===== src/rtl/prbs_burst_sched_pkg.sv =====
// Shared types and constants for the PRBS burst scheduler.
// State encoding, default seed and LFSR tap positions.
package prbs_burst_sched_pkg;

  typedef enum logic [1:0] {
    IDLE,
    LOAD,
    RUN,
    DONE
  } state_t;

  localparam logic [3:0] DEFAULT_SEED = 4'b1111;

  localparam int TAP_HI = 3;
  localparam int TAP_LO = 0;

endpackage


===== src/rtl/prbs_burst_sched_lfsr4_core.sv =====
// 4-stage Fibonacci LFSR (x^4 + x^3 + 1 style, period 15).
// Synchronous load has priority over shift; reset loads the seed.
module lfsr4_core
  import prbs_burst_sched_pkg::*;
(
  input  logic       clk,
  input  logic       res,
  input  logic       load,
  input  logic       shift,
  input  logic [3:0] seed,
  output logic [3:0] q
);

  always_ff @(posedge clk) begin
    if (res || load) begin
      q <= seed;
    end else if (shift) begin
      q <= {q[TAP_HI] ^ q[TAP_LO], q[3:1]};
    end
  end

endmodule


===== src/rtl/prbs_burst_sched.sv =====
// Round-robin scheduler sharing one PRBS-15 generator
// between two burst requesters.
module prbs_burst_sched
  import prbs_burst_sched_pkg::*;
#(
  parameter int         LEN_W = 8,
  parameter logic [3:0] SEED  = DEFAULT_SEED
) (
  input  logic             clk,
  input  logic             res,
  input  logic [1:0]       req,
  input  logic [LEN_W-1:0] len0,
  input  logic [LEN_W-1:0] len1,
  output logic [1:0]       gnt,
  output logic             bit_out,
  output logic             bit_vld,
  output logic             last,
  output logic [1:0]       done,
  output logic             busy
);

  state_t           state;
  state_t           nstate;
  logic             ptr;
  logic             win;
  logic             win_nxt;
  logic [LEN_W-1:0] cnt;
  logic [LEN_W-1:0] len_sel;
  logic             load;
  logic             shift;
  logic [3:0]       q;

  lfsr4_core u_lfsr (
    .clk   (clk),
    .res   (res),
    .load  (load),
    .shift (shift),
    .seed  (SEED),
    .q     (q)
  );

  assign len_sel = win ? len1 : len0;
  assign bit_out = q[0];
  assign busy    = (state != IDLE);

  always_comb begin
    nstate  = state;
    win_nxt = win;
    load    = 1'b0;
    shift   = 1'b0;
    gnt     = 2'b00;
    done    = 2'b00;
    bit_vld = 1'b0;
    last    = 1'b0;
    unique case (state)
      IDLE: begin
        if (req != 2'b00) begin
          nstate  = LOAD;
          win_nxt = (req == 2'b11) ? ptr : req[1];
        end
      end
      LOAD: begin
        gnt[win] = 1'b1;
        load     = 1'b1;
        nstate   = (len_sel == '0) ? DONE : RUN;
      end
      RUN: begin
        gnt[win] = 1'b1;
        bit_vld  = 1'b1;
        shift    = 1'b1;
        if (cnt == LEN_W'(1)) begin
          last   = 1'b1;
          nstate = DONE;
        end
      end
      DONE: begin
        gnt[win]  = 1'b1;
        done[win] = 1'b1;
        nstate    = IDLE;
      end
      default: nstate = IDLE;
    endcase
  end

  always_ff @(posedge clk) begin
    if (res) begin
      state <= IDLE;
      ptr   <= 1'b0;
      win   <= 1'b0;
      cnt   <= '0;
    end else begin
      state <= nstate;
      win   <= win_nxt;
      if (state == LOAD) begin
        cnt <= len_sel;
      end else if (state == RUN) begin
        cnt <= cnt - LEN_W'(1);
      end
      // Hand priority to the other client once a burst finishes
      if (state == DONE) begin
        ptr <= ~win;
      end
    end
  end

endmodule


===== config.mk =====
export PLATFORM = sky130hd
export DESIGN_NAME = prbs_burst_sched
export DESIGN_NICKNAME = d
export VERILOG_FILES = /design/src/rtl/prbs_burst_sched_pkg.sv /design/src/rtl/prbs_burst_sched_lfsr4_core.sv /design/src/rtl/prbs_burst_sched.sv
export SDC_FILE = /design/constraint.sdc
export NUM_CORES = 1
export LEC_CHECK = 0
export CAP_MARGIN = 20
export CORE_ASPECT_RATIO = 1.25
export CORE_UTILIZATION = 47
export CTS_BUF_LIST = sky130_fd_sc_hd__clkbuf_16
export CTS_CLUSTER_SIZE = 14
export DETAILED_ROUTE_END_ITERATION = 8
export PLACE_DENSITY_LB_ADDON = 0.08
export SETUP_SLACK_MARGIN = 0.5
export SYNTH_ARGS = -nofsm -noshare
export SYNTH_HDL_FRONTEND = slang
export SYNTH_SLANG_ARGS = --single-unit

===== constraint.sdc =====
create_clock -name clk -period 2.05 [get_ports clk]
set_input_delay 0.205 -clock clk [delete_from_list [all_inputs] [get_ports clk]]
set_output_delay 0.205 -clock clk [all_outputs]
set_load 0.01 [all_outputs]

Word-level counts from Yosys, hierarchy flattened
Cells that the tools add are included.

word-level totals
  input port bits = 20
  bits in writable memories = 0
  memories kept = 0
  register bits = 16
  logic and storage cells = 43
  bits in latches = 0
  memory bits (read-only) = 0
  output and inout port bits = 8

cells by class
  magnitude comparators = 2
  reduce and logical (&&, ||, !) cells = 10
  eq/ne operators = 7
  $add $sub $neg = 1
  muxes and demuxes = 16
  divide/modulo/power cells = 0
  shift-type cells = 0
  bitwise operators = 2
  multiply operators = 0

operators with widths
  kind                   number
  $mux W8                3
  $eq A8 B1 Y1 const B   1
  $logic_not A8 Y1       1
  $mux W2                4
  $pmux W2 S4            1
  $sub A8 B1 Y8 const B  1
  $mux W1                7
  $eq A2 B2 Y1 const B   3
  $reduce_bool A2 Y1     3
  $ne A2 B2 Y1 const B   2
  $reduce_and A2 Y1      2
  $reduce_or A3 Y1       1
  $eq A2 B1 Y1 const B   1
  $logic_not A2 Y1       1
  $lt A1 B2 Y1 const B   1
  $demux W1 S1           1
  $ge A1 B1 Y1 const B   1
  $logic_and A1 B1 Y1    1
  $logic_or A1 B1 Y1     1
  $not A1 Y1             1
  $xor A1 B1 Y1          1

Logic depth before layout (Yosys ltp)
  word-level depth = 5
  gate-level depth with buffers = 7
  mapped depth without buffers = 6

Hierarchy
From an unflattened synthesis, not the netlist that was laid out.

second synthesis, totals
  cells, all modules = 125
  area, all modules = 1,141.1 sq um

by module, submodules not included
  module            area each (sq um)  cells an instance  seq. area each (sq um)  instances
  prbs_burst_sched  934.6              114                240.2                   1
  lfsr4_core        206.4              11                 120.1                   1

Least setup slack after synthesis
Ideal clock, no wire load.

  path type = register -> register
  start = register state[1]
  end = register cnt[3]
  required time = 1.921 ns
  stages on the path, launching flop included = 8
  setup slack = 0.493 ns
  data arrival time = 1.429 ns
  clock period less this slack = 1.557 ns
  setup time = 0.129 ns
  path buffers = 2
  cell sequence = dfxtp_1 > inv_1 > ha_1 > clkbuf_1 > clkbuf_1 > o21ai_0 > a22oi_1 > nor2_1

on the way
  cells in the longest elaborated chain, start to end = 2
  elaborated cells between the ends (all ways) = 4
  those cells by class = eq/ne: 2; mux: 1; reduce/logical: 1

ends and longest elaborated chain
  element                                        RTL line                                        source
  start, declared                                prbs_burst_sched.sv:22                          state_t state;
  start signal, assigned                         prbs_burst_sched.sv:92                          state <= nstate;
  $eq A2 B1 Y1 or $eq A2 B2 Y1 (tied branches)   prbs_burst_sched.sv:94, prbs_burst_sched.sv:96
  $mux W8 or $reduce_bool A2 Y1 (tied branches)  -
  end signal, assigned                           prbs_burst_sched.sv:95                          cnt <= len_sel;
  end signal, assigned                           prbs_burst_sched.sv:97                          cnt <= cnt - LEN_W'(1);
  end, declared                                  prbs_burst_sched.sv:27                          logic [LEN_W-1:0] cnt;

Parallel ways exist; a longest one is shown, timed or not.
A chain may end at the register's enable or synchronous reset.

Worst setup path after layout
  start = register state[1]
  end = register state[0]

on the way
  cells in the longest elaborated chain, start to end = 3
  elaborated cells between the ends (all ways) = 8
  those cells by class = eq/ne: 5; mux: 1; reduce/logical: 2

ends and longest elaborated chain
  element                                           RTL line                source
  $eq A2 B2 Y1 or $logic_not A2 Y1 (tied branches)  prbs_burst_sched.sv:55  unique case (state)
  $ne A2 B2 Y1 (no source line)                     -
  $reduce_and A2 Y1 (no source line)                -

Parallel ways exist; a longest one is shown, timed or not.

==> results.json <==
{
  "synth_seq_cells": 16,
  "p_leak_nw": 0.6238,
  "layout_min_cycle_time_ns": 1.558,
  "setup_viol": 0,
  "wl_per_cell_um": 13.48,
  "antenna_found_initial": 0,
  "yosys_warnings": 0,
  "grt_pass1_wl_mm": 4.119,
  "power.internal_w": 0.001253,
  "cts.path.max_buffers": 2,
  "hold_viol": 0,
  "fmax_mhz": 641.9,
  "reg2reg_depth": 5,
  "diodes": 0,
  "fp.dieH_um": 54.90,
  "swShare": 0.4007,
  "power.density_mw_per_mm2": 1357,
  "maxCapViolCount": 0,
  "crit_fanout": 8,
  "hp-class": "reg2reg",
  "grt_use_total": 0.2321,
  "cts_tree": "built",
  "worst_ep_arrival_time_ns": 1.72,
  "grt_pass1_vias": 958,
  "avgSynthCellArea_um2": 8.094,
  "place_inst": 183,
  "cts.sinks": 16,
  "drt_wl_total_mm": 2.575,
  "path_class": "reg2reg",
  "vias": 1052,
  "seq_area_frac_synth": 0.3044,
  "cp-start-kind": "flop",
  "synthTopCellsByArea": "dfxtp_1, mux2i_1, ha_1",
  "io_pins": 28,
  "grt_max_degree": 14,
  "worstHoldStart": "u_lfsr.q[2]",
  "drive_gt1_frac": 0.2050,
  "reg2reg_from": "state[1]",
  "clk_pin_slew_ns": 0.05,
  "grt_overflow_total": 0,
  "finalNonFillerCells": 191,
  "place_congestion": 0.9478,
  "cp-startpoint": "state[1]",
  "setup_tns_ns": 0,
  "yosysTopAreaCell": "dfxtp_1",
  "drc": 0,
  "dr.pass1.iters": 4,
  "netlist_area_mm2": 0.001052,
  "io_buffers": 27,
  "run_status": "finished clean",
  "endpoint_kind": "flop",
  "synth_cells": 130,
  "tightest_slew_ns": 0.5323,
  "area_delta_synth_final_pct": 46.49,
  "pwr-share-comb": 0.564,
  "clock_latency_ns": 0.25,
  "start_util": 0.5134,
  "reg2reg_to": "state[0]",
  "r2r_slack_ns": 0.49,
  "core_area_mm2": 0.002049,
  "die_x_um": 44.32,
  "via_per_inst": 5.508,
  "switchingPower_w": 0.0008379,
  "dp_hpwl_mm": 1.791,
  "hold_path_end": "u_lfsr.q[1]",
  "synthesis.nets": 156,
  "synth_top_area_share": 0.3044,
  "clockRootBuffer": "clkbuf_16",
  "drtIter0Drc": 14,
  "hold-path-cell-count": 2,
  "post-route-util": 0.7521,
  "peakVddDrop_v": 0.0009049,
  "rsz0062_at_grt": "true",
  "slew_headroom": 0.6440,
  "ant_nets": 0,
  "cts_made_buffers": 3,
  "die-area_mm2": 0.002433,
  "yosys.cell_types.count": 34,
  "fin_crit_sh": 0.7599,
  "clkPwrFrac": 0.185,
  "required_ns": 2.21,
  "clock_skew_ns": 0.004947,
  "fp-row-count": 18,
  "htreeDepth": 1,
  "nNetsFinal": 188,
  "slew_violations": 0,
  "p_seq_frac": 0.251
}
[placed cells by master, fill, tap and decap left out, drive strengths merged, types with 2 or more instances in the layout]
cell,count
mux2i,9
a22o,3
nand3,3
nor2,12
a32oi,2
mux2,2
a211oi,2
clkdlybuf4s50,17
nor3,5
dlymetal6s2s,3
o21ai,6
and3,2
nor2b,5
nand2,9
inv,10
nor4,3
dlygate4sd2,6
dfxtp,16
a21oi,11
buf,7
a22oi,2
nand2b,2
ha,6
a21o,3
clkbuf,4
[area by class of cell]
cell class | count | area, um2
clock buffer | 3 | 75.07
tap | 30 | 37.54
clock inverter | 1 | 3.754
multi-input combinational | 97 | 730.7
fill | 150 | 508.0
timing repair buffer | 34 | 325.3
sequential | 16 | 329.1
inverter | 10 | 40.04
[power groups by stage]
stage	logic (W)	clock network [W]	registers, W
2_1_floorplan	0.000771	0	0.000462
3_3_place_gp	0.00103	0	0.000484
5_1_grt	0.00133	0.000398	0.000538
6_report	0.00118	0.000387	0.000524
3_5_place_dp	0.00104	0	0.000487
4_1_cts	0.00113	0.000392	0.000506
[Yosys cell counts, drive strengths merged]
cell / instances
a211oi: 2
a21o: 3
a21oi: 11
a221oi: 1
a22o: 3
a22oi: 2
a311oi: 1
a31o: 1
a31oi: 1
a32o: 1
a32oi: 2
and2: 1
and3: 2
buf: 2
clkbuf: 5
dfxtp: 16
ha: 6
inv: 10
mux2: 2
mux2i: 9
nand2: 9
nand2b: 2
nand3: 3
nor2: 12
nor2b: 5
nor3: 5
nor3b: 1
nor4: 3
o21ai: 6
o21ba: 1
or3: 1
or4: 1
[routing by layer]
layer	up-vias	share of wire	GRT usage
met1	473	0.43	0.2729
li1	529	-	-
met3	9	0.072	0.04545
met4	0	0.035	0.1364
met5	-	0	0
met2	41	0.46	0.3922
[worst max-delay path by stage]
stage | end | cells past startpoint | slack (ns)
3_5_place_dp | state[0] | 5 | 0.08
6_report | state[0] | 5 | 0.49
3_3_place_gp | state[0] | 5 | 0.16
4_1_cts | state[0] | 5 | 0.36
5_1_grt | state[0] | 4 | 0.44
2_1_floorplan | state[0] | 7 | 0.52
[registers in the layout, indices dropped and copies added (netlist names)]
signal and flops:
cnt 8, ptr 1, state 2, u_lfsr.q 4, win 1
[cells by family after synthesis]
| kind of cell | share of synthesized area |
|---|---|
| mux | 0.1070 |
| buf+inv | 0.06897 |
| simple gates | 0.2200 |
| fa+ha+maj | 0.07134 |
| compound gates | 0.2283 |
| flops | 0.3044 |
[critical path: stages, from the launching register on]
cell and delay (ns):
dfxtp_2 0.35, inv_2 0.11, ha_4 0.19, nand2_1 0.08, or4_4 0.54, a311oi_2 0.20
[repair_timing]
action	4_1_cts	5_1_grt
hold buffers	0	0
setup endpoints to repair	15	10
pin swaps	1	6
setup buffers	0	4
gates resized for setup	21	14
gates cloned	0	0
[per-stage QoR]
step / hold WS [ns] / area [um2] / power [W] / worst slack (ns)
3_5_place_dp: 0.4665 / 1348 / 0.001531 / 0.08405
3_3_place_gp: 0.4583 / 1348 / 0.001514 / 0.1611
5_1_grt: 0.5121 / 1541 / 0.002265 / 0.4423
2_1_floorplan: 0.2837 / 1054 / 0.001233 / 0.5181
4_1_cts: 0.4793 / 1480 / 0.002028 / 0.3595
6_report: 0.4738 / 1541 / 0.002091 / 0.4921
Note: power is estimated with default switching activity, not from simulation.
